--- src/rtl/pipe_skid_chain.sv ---
// Chain of STAGES valid/ready register stages, each either a 2-entry skid buffer
// with a registered ready (SKID=1) or a single register with pass-through ready (SKID=0).
module pipe_skid_chain #(
  parameter int DATA_WIDTH = 32,
  parameter int STAGES     = 2,
  parameter int SKID       = 1,
  localparam int CAP       = STAGES * (1 + SKID),
  localparam int OCC_W     = $clog2(CAP + 1)
) (
  input  logic                  clk,
  input  logic                  rst_n,
  input  logic                  flush,
  input  logic [DATA_WIDTH-1:0] in_data,
  input  logic                  in_valid,
  output logic                  in_ready,
  output logic [DATA_WIDTH-1:0] out_data,
  output logic                  out_valid,
  input  logic                  out_ready,
  output logic [OCC_W-1:0]      occupancy
);

  logic                  run_q;
  logic [STAGES-1:0]     m_vld;
  logic [DATA_WIDTH-1:0] m_data [STAGES];
  logic [STAGES-1:0]     vin;
  logic [DATA_WIDTH-1:0] din    [STAGES];
  // rdn[i] is the ready offered to stage i-1; rdn[STAGES] comes from downstream
  logic [STAGES:0]       rdn;
  logic                  in_xfer;
  logic                  out_xfer;

  always_comb begin
    vin[0] = in_valid & run_q & ~flush;
    din[0] = in_data;
    for (int i = 1; i < STAGES; i++) begin
      vin[i] = m_vld[i-1];
      din[i] = m_data[i-1];
    end
  end

  assign in_ready  = rdn[0] & run_q & ~flush;
  assign out_valid = m_vld[STAGES-1] & ~flush;
  assign out_data  = m_data[STAGES-1];
  assign in_xfer   = in_valid & in_ready;
  assign out_xfer  = out_valid & out_ready;

  // Holds in_ready low through the first edge after reset release in both modes
  always_ff @(posedge clk or negedge rst_n) begin
    if (!rst_n) run_q <= 1'b0;
    else        run_q <= 1'b1;
  end

  always_ff @(posedge clk or negedge rst_n) begin
    if (!rst_n)     occupancy <= '0;
    else if (flush) occupancy <= '0;
    else            occupancy <= occupancy + OCC_W'(in_xfer) - OCC_W'(out_xfer);
  end

  if (SKID != 0) begin : g_skid
    logic [STAGES-1:0]     s_vld;
    logic [STAGES-1:0]     rdy_q;
    logic [STAGES-1:0]     m_nxt;
    logic [STAGES-1:0]     s_nxt;
    logic [STAGES-1:0]     ld_skid;
    logic [STAGES-1:0]     ld_in;
    logic [STAGES-1:0]     park;
    logic [DATA_WIDTH-1:0] s_data [STAGES];

    assign rdn = {out_ready & ~flush, rdy_q};

    // Main entry refills from skid first; a beat arriving while main is stuck parks in skid
    always_comb begin
      m_nxt   = m_vld;
      s_nxt   = s_vld;
      ld_skid = '0;
      ld_in   = '0;
      park    = '0;
      for (int i = 0; i < STAGES; i++) begin
        if (!m_vld[i] || rdn[i+1]) begin
          if (s_vld[i]) begin
            ld_skid[i] = 1'b1;
            m_nxt[i]   = 1'b1;
            s_nxt[i]   = 1'b0;
          end else begin
            ld_in[i] = vin[i] & rdy_q[i];
            m_nxt[i] = vin[i] & rdy_q[i];
          end
        end else if (vin[i] && rdy_q[i]) begin
          park[i]  = 1'b1;
          s_nxt[i] = 1'b1;
        end
      end
    end

    always_ff @(posedge clk or negedge rst_n) begin
      if (!rst_n) begin
        m_vld <= '0;
        s_vld <= '0;
        rdy_q <= '0;
      end else if (flush) begin
        m_vld <= '0;
        s_vld <= '0;
        rdy_q <= '1;
      end else begin
        m_vld <= m_nxt;
        s_vld <= s_nxt;
        rdy_q <= ~s_nxt;
      end
    end

    always_ff @(posedge clk) begin
      for (int i = 0; i < STAGES; i++) begin
        if (ld_skid[i])   m_data[i] <= s_data[i];
        else if (ld_in[i]) m_data[i] <= din[i];
        if (park[i])      s_data[i] <= din[i];
      end
    end
  end else begin : g_reg
    // Ready ripples back from the output through every empty-or-draining stage
    always_comb begin
      rdn[STAGES] = out_ready & ~flush;
      for (int i = STAGES - 1; i >= 0; i--) begin
        rdn[i] = ~m_vld[i] | rdn[i+1];
      end
    end

    always_ff @(posedge clk or negedge rst_n) begin
      if (!rst_n) begin
        m_vld <= '0;
      end else if (flush) begin
        m_vld <= '0;
      end else begin
        for (int i = 0; i < STAGES; i++) begin
          if (vin[i] && rdn[i]) m_vld[i] <= 1'b1;
          else if (rdn[i+1])    m_vld[i] <= 1'b0;
        end
      end
    end

    always_ff @(posedge clk) begin
      for (int i = 0; i < STAGES; i++) begin
        if (vin[i] && rdn[i]) m_data[i] <= din[i];
      end
    end
  end

endmodule

--- config.mk ---
export PLATFORM = sky130hd
export DESIGN_NAME = pipe_skid_chain
export DESIGN_NICKNAME = d
export VERILOG_FILES = /design/src/rtl/pipe_skid_chain.sv
export SDC_FILE = /design/constraint.sdc
export NUM_CORES = 1
export LEC_CHECK = 0
export ABC_AREA = 0
export CAP_MARGIN = 20
export CORE_MARGIN = 1
export CORE_UTILIZATION = 48
export CTS_CLUSTER_SIZE = 20
export DETAILED_ROUTE_END_ITERATION = 6
export GPL_TIMING_DRIVEN = 1
export PLACE_DENSITY = 0.83
export SLEW_MARGIN = 20
export SYNTH_ARGS = -nofsm -noshare
export SYNTH_HDL_FRONTEND = slang
export SYNTH_SLANG_ARGS = --single-unit
--- constraint.sdc ---
create_clock -name clk -period 2.5 [get_ports clk]
set_clock_uncertainty 0.2 [all_clocks]
set_input_delay 0.25 -clock clk [delete_from_list [all_inputs] [get_ports clk]]
set_output_delay 0.25 -clock clk [all_outputs]
set_load 0.005 [all_outputs]
==> impl_metrics.env, run 1 <==
export IMPL_critPathArrivalTime_ns=2.32
export IMPL_antenna_found_initial=0
export IMPL_syn_area_per_cell_um2=20.8
export IMPL_post_cts_buffers=0
export IMPL_setup_viol=0
export IMPL_synth_top_cell_area_share_pct=74.9
export IMPL_synth_warning_count=0
export IMPL_grt_overflow=0
export IMPL_rsz0062_at_grt="false"
export IMPL_startpoint="m_vld[1]"
export IMPL_grt_max_degree=33
export IMPL_min_from="in_data[27]"
export IMPL_num_antenna_cells=0
export IMPL_synth_seq_cells=138
export IMPL_dp_slack_ns=-0.0285
export IMPL_fin_util_pct=65.6
export IMPL_die_w_um=105
export IMPL_status="complete, no violations"
export IMPL_hpwl_um=5140
export IMPL_required_ns=2.71
export IMPL_async_reset_ff_share_pct=7.25
export IMPL_path_common_cell="inv_1"
export IMPL_numCtsBuffers=17
export IMPL_place_inst=460
export IMPL_synth_top_cell_by_area="edfxtp_1"
export IMPL_ys_flop_type="edfxtp_1"
export IMPL_start_kind="flip-flop"
export IMPL_cts_buffer_depth=2
export IMPL_worst_slack_ns=0.390
export IMPL_finish_instance_area_um2=6770
export IMPL_grt_pass1_wl_um=13700
export IMPL_power_density_nw_per_um2=775
export IMPL_min_period_ns=2.11
export IMPL_wl_um=8160
export IMPL_synthesis_nets=287
export IMPL_synth_edff_count=128
export IMPL_ir_drop_mv=0.383
export IMPL_first_pass_iters=4
export IMPL_ys_seq_area_share_pct=79.7
export IMPL_vias_per_cell=4.99
export IMPL_grt_pass1_vias=2693
export IMPL_p_leak_nw=2.28
export IMPL_slowest_stage="dfrtp_1"
export IMPL_die_area_um2=11100
export IMPL_cts_tree="yes"
export IMPL_synth_cells=247
export IMPL_htree_levels=4
export IMPL_cp_num_buf_inv=3
export IMPL_finalHoldViolCount=0
export IMPL_timing_rr_start="m_vld[1]"
export IMPL_core_area_um2=10300
export IMPL_yosysMostFrequentCell="edfxtp_1"
export IMPL_num_rows=37
export IMPL_nFillCells=718
export IMPL_instances_no_fill=493
export IMPL_boundaryPins=74
export IMPL_critPathKind="reg2reg"
export IMPL_synthToLayoutAreaGrowth_pct=31.9
export IMPL_slew_violations=0
export IMPL_clk_pin_slew_ns=0.06
export IMPL_synth_cell_types=25
export IMPL_fin_crit_sh_pct=84.4
export IMPL_end_kind="flip-flop"
export IMPL_cpLargestDelayFamily="adder cells"
export IMPL_routed_via_count=2462
export IMPL_fmax_mhz=474
export IMPL_ant_nets=0
export IMPL_layout_drive_gt1_share_pct=25.8
export IMPL_placed_cell_area_um2=6170
export IMPL_drt_iter0_drc=76
export IMPL_clk_latency_ns=0.52
export IMPL_grt_use_total_pct=16.9
export IMPL_wl_per_cell_um=16.6
export IMPL_cts_sinks=138
export IMPL_syn_area_um2=5130
export IMPL_synthTopCellsByArea="edfxtp_1 (75%), mux2_2 (9.7%), dfrtp_1 (4.9%)"
export IMPL_gp_congestion=0.694
export IMPL_drc_errors=0
export IMPL_cpPeakStageDelay_ns=0.39
export IMPL_nNetsFinal=384
export IMPL_cts_root_buffer="clkbuf_8"
export IMPL_synth_commonest_cells="edfxtp_1 (128), mux2_2 (44), mux2_1 (20), dfrtp_1 (10), nor2_1 (7)"
export IMPL_total_power_mw=5.24
export IMPL_drv_cap=0
export IMPL_cp_max_fo=2
export IMPL_die_h_um=105
export IMPL_start_util_pct=49.7
export IMPL_path_cells="nand2b_1 > inv_1 > and2_1 > ha_1 > inv_1 > ha_1 > inv_1 > fa_1 > xnor2_1 > nor2_1"
export IMPL_hold_path_class="in2reg"
export IMPL_io_buffer_count=73
==> routing by layer <==
metal | GRT usage, % | routed length [um]
met2 | 28.8 | 4330
met3 | 5.44 | 320
met1 | 19.1 | 3330
met4 | 8.65 | 180
met5 | 0 | 0
==> logic make-up (layout without fill, tap and decap cells) <==
| group | count (synthesis) | in the layout | share of synthesized area, % |
|---|---|---|---|
| xor gates and xnor gates | 2 | 2 | 0.341 |
| other | 1 | 1 | 0.0730 |
| buffers and inverters | 11 | 121 | 1.49 |
| AOI/OAI and AO/OA | 5 | 5 | 0.633 |
| DFF | 138 | 138 | 79.7 |
| and+or+nand+nor | 23 | 23 | 2.80 |
| adders and majority gates | 3 | 3 | 0.877 |
| muxes | 64 | 64 | 14.0 |
==> final timing paths <==
path	slack (ns)	end	cells after the start
setup / recovery	0.39	occupancy[2]	10
hold / removal	0.12	g_skid.s_data[0][27]	1
setup reg to reg	0.39	occupancy[2]	10
hold reg to reg	0.24	g_skid.s_data[0][52]	0
max in group asynchronous	1.41	m_vld[0]	2
min in group asynchronous	0.38	run_q	2
==> metrics by stage <==
step           setup TNS, ns  hold WS [ns]
5_1_grt                    0         0.103
3_3_place_gp               0         0.228
6_report                   0         0.116
2_1_floorplan              0        -0.246
3_5_place_dp         -0.0285         0.228
4_1_cts                    0        0.0927
==> sequential cells by signal, indices dropped and copies added, names as in the netlist <==
name / cells
run_q: 1
g_skid.s_vld: 2
g_skid.rdy_q: 2
g_skid.s_data: 64
m_data: 64
occupancy: 3
m_vld: 2
==> cells in the final DEF, fill, tap and decap left out, drive strengths merged, types with 4 or more instances in the layout <==
cell           synthesis  layout
nand2b                 4       4
clkinv                 0       5
nor2                   7       7
mux2                  64      64
inv                    4       7
clkbuf                 0      18
dfrtp                 10      10
edfxtp               128     128
buf                    7      11
clkdlybuf4s50          0      73
==> what timing repair did <==
action                                  4_1_cts  5_1_grt
hold buffers                                  1        0
resized for setup                             0        0
endpoints found under the setup margin        0        0
endpoints found under the hold margin        10        0
==> area by class of cell <==
cell class / instances / area [um^2] / share of cell area, %
inverter: 4 / 15.0 / 0.222
multi-input combinational: 98 / 1000 / 14.8
clock buffer: 18 / 418 / 6.17
sequential: 138 / 4090 / 60.5
clock inverter: 14 / 170 / 2.51
tap: 136 / 170 / 2.51
timing repair buffer: 85 / 898 / 13.3
==> power breakdown <==
part           switching [mW]  leakage, nW  internal [mW]  total (mW)
logic                  0.0885        0.709          0.135       0.224
registers              0.0146         1.29           2.55        2.57
clock network           0.931        0.280           1.52        2.45
total                    1.03         2.28           4.21        5.24
(Power assumes the default switching activity.)
==> inputs of run 2 (changes only) <==
- CORE_UTILIZATION: 48 -> 50
- PLACE_DENSITY: 0.83 -> 0.82
- clock period: 2.5 -> 1.97 ns (I/O delays scaled with it)
==> impl_metrics.env, run 2 (synthesis gave the netlist of run 1 again) <==
export IMPL_start_kind="flip-flop"
export IMPL_gp_congestion=0.795
export IMPL_synthToLayoutAreaGrowth_pct=38.8
export IMPL_r2r_end="m_data[0][21]"
export IMPL_cpPeakStageDelay_ns=0.40
export IMPL_grt_overflow=0
export IMPL_hold_path_end="g_skid.s_data[0][26]"
export IMPL_finalHoldViolCount=0
export IMPL_min_period_ns=2.01
export IMPL_layout_commonest_cell="edfxtp_1"
export IMPL_critPathArrivalTime_ns=2.08
export IMPL_tightest_slew_ns=0.634
export IMPL_grt_use_total_pct=17.4
export IMPL_cts_tree="yes"
export IMPL_wl_um=8780
export IMPL_wl_per_cell_um=17.2
export IMPL_power_density_nw_per_um2=941
export IMPL_cp_num_buf_inv=3
export IMPL_min_from="in_data[26]"
export IMPL_reg_top3="g_skid.s_data: 64 flops, m_data: 64 flops, occupancy: 3 flops"
export IMPL_num_rows=36
export IMPL_boundaryPins=74
export IMPL_worst_slack_ns=-0.0446
export IMPL_instances_no_fill=510
export IMPL_hold_path_class="in2reg"
export IMPL_fmax_mhz=496
export IMPL_setup_tns_final_ns=-0.329
export IMPL_cts_root_buffer="clkbuf_8"
export IMPL_drt_iter0_drc=29
export IMPL_hpwl_um=5180
export IMPL_slew_violations=0
export IMPL_violations="setup timing"
export IMPL_die_w_um=103
export IMPL_cts_buffer_depth=2
export IMPL_ir_drop_mv=0.678
export IMPL_numCtsBuffers=17
export IMPL_hold_path_depth=1
export IMPL_drv_cap=0
export IMPL_die_area_um2=10700
export IMPL_nNetsFinal=404
export IMPL_timing_rr_start="g_skid.rdy_q[0]"
export IMPL_htree_levels=4
export IMPL_antenna_found_initial=0
export IMPL_critPathKind="reg2reg"
export IMPL_required_ns=2.03
export IMPL_num_antenna_cells=0
export IMPL_cts_sinks=138
export IMPL_place_inst=465
export IMPL_path_cells="nand4b_4 > buf_12 > nor3_4 > buf_12 > buf_12 > mux2_2"
export IMPL_routed_via_count=2556
export IMPL_path_common_cell="buf_12"
export IMPL_core_area_um2=9860
export IMPL_drc_errors=0
export IMPL_slowest_stage="dfrtp_1"
export IMPL_timing_hold_ws_ns=0.0685
export IMPL_layout_common_cells="edfxtp_1 (128), clkdlybuf4s50_1 (71), mux2_2 (39), clkbuf_16 (17), mux2_4 (14)"
export IMPL_status="finished with violations"
export IMPL_end_kind="flip-flop"
export IMPL_setup_viol=24
export IMPL_relSlewSlack_pct=57.8
export IMPL_start_util_pct=52.0
export IMPL_grt_pass1_vias=2649
export IMPL_cpLargestDelayFamily="buffers and inverters"
export IMPL_layout_drive_gt1_share_pct=34.5
export IMPL_io_buffer_count=73
export IMPL_r2r_cells=6
export IMPL_grt_pass1_wl_um=12900
export IMPL_fin_crit_sh_pct=102
export IMPL_die_h_um=103
export IMPL_vias_per_cell=5.01
export IMPL_cp_max_fo=11
export IMPL_p_leak_nw=2.48
export IMPL_clk_latency_ns=0.51
export IMPL_first_pass_iters=4
export IMPL_fin_util_pct=72.2
export IMPL_rsz0062_at_grt="true"
export IMPL_grt_max_degree=33
export IMPL_ant_nets=0
export IMPL_clk_pin_slew_ns=0.06
export IMPL_nFillCells=563
export IMPL_regToRegSetupSlack_ns=-0.04
-- run 2: where the power goes --
part,switching [mW],internal [mW]
clock network,1.18,1.92
logic,0.130,0.207
registers,0.0206,3.24
-- run 2: routing by layer --
metal  track usage, %  vias up  share of wire (%)
met5                0        -                  0
met4             9.43        0                1.9
met3             5.71       13                3.4
met2             29.4       62                 52
met1             19.8     1288                 42
li1                 -     1193                  -
-- run 2: through the flow --
step | total power [mW] | area, um^2 | setup slack, ns
finish | 6.70 | 7130 | -0.0446
global route | 6.89 | 7130 | -0.132
CTS | 6.72 | 6940 | -0.0898
global placement | 3.60 | 6270 | -0.401
detailed placement | 3.62 | 6270 | -0.503
floorplan | 3.43 | 5160 | -0.0632
-- run 2: final cells by class --
cell class	instances	area (um^2)	share of cell area, %
Timing Repair Buffer	105	1160	16.2
Sequential cell	138	4090	57.5
Tap cell	133	166	2.34
Inverter	4	15.0	0.211
Clock buffer	17	414	5.81
Clock inverter	15	174	2.44
Multi-Input combinational cell	98	1110	15.5
-- run 2: timing repair --
item | 4_1_cts | 5_1_grt
resized for setup | 4 | 31
hold endpoints to repair | 10 | 0
hold buffers | 1 | 0
buffers inserted | 9 | 2
cloned | 0 | 2
setup endpoints to repair | 5 | 31
pin swaps | 3 | 8
-- run 2: worst max path at each step --
stage | end | depth (start not counted) | startpoint | slack (ns)
final | m_data[0][21] | 6 | g_skid.rdy_q[0] | -0.04
after detailed placement | occupancy[2] | 11 | flush | -0.50
after CTS | occupancy[2] | 10 | m_vld[1] | -0.09
after global placement | occupancy[1] | 10 | flush | -0.40
after floorplan | occupancy[1] | 9 | m_vld[1] | -0.06
after global routing | m_data[0][12] | 6 | g_skid.rdy_q[0] | -0.13
-- run 2: worst reg2reg max path: cells and delay by family, from the launching register on --
kind	cells	cell delay, ns
buffers and inverters	3	0.47
and+or+nand+nor	2	0.35
muxes	1	0.34
DFF	1	0.40
==> inputs of run 3 (changes only) <==
- SLEW_MARGIN: 20 -> 25
==> results of run 3 <==
The final DEF is identical to that of run 2; final timing and power are the same.
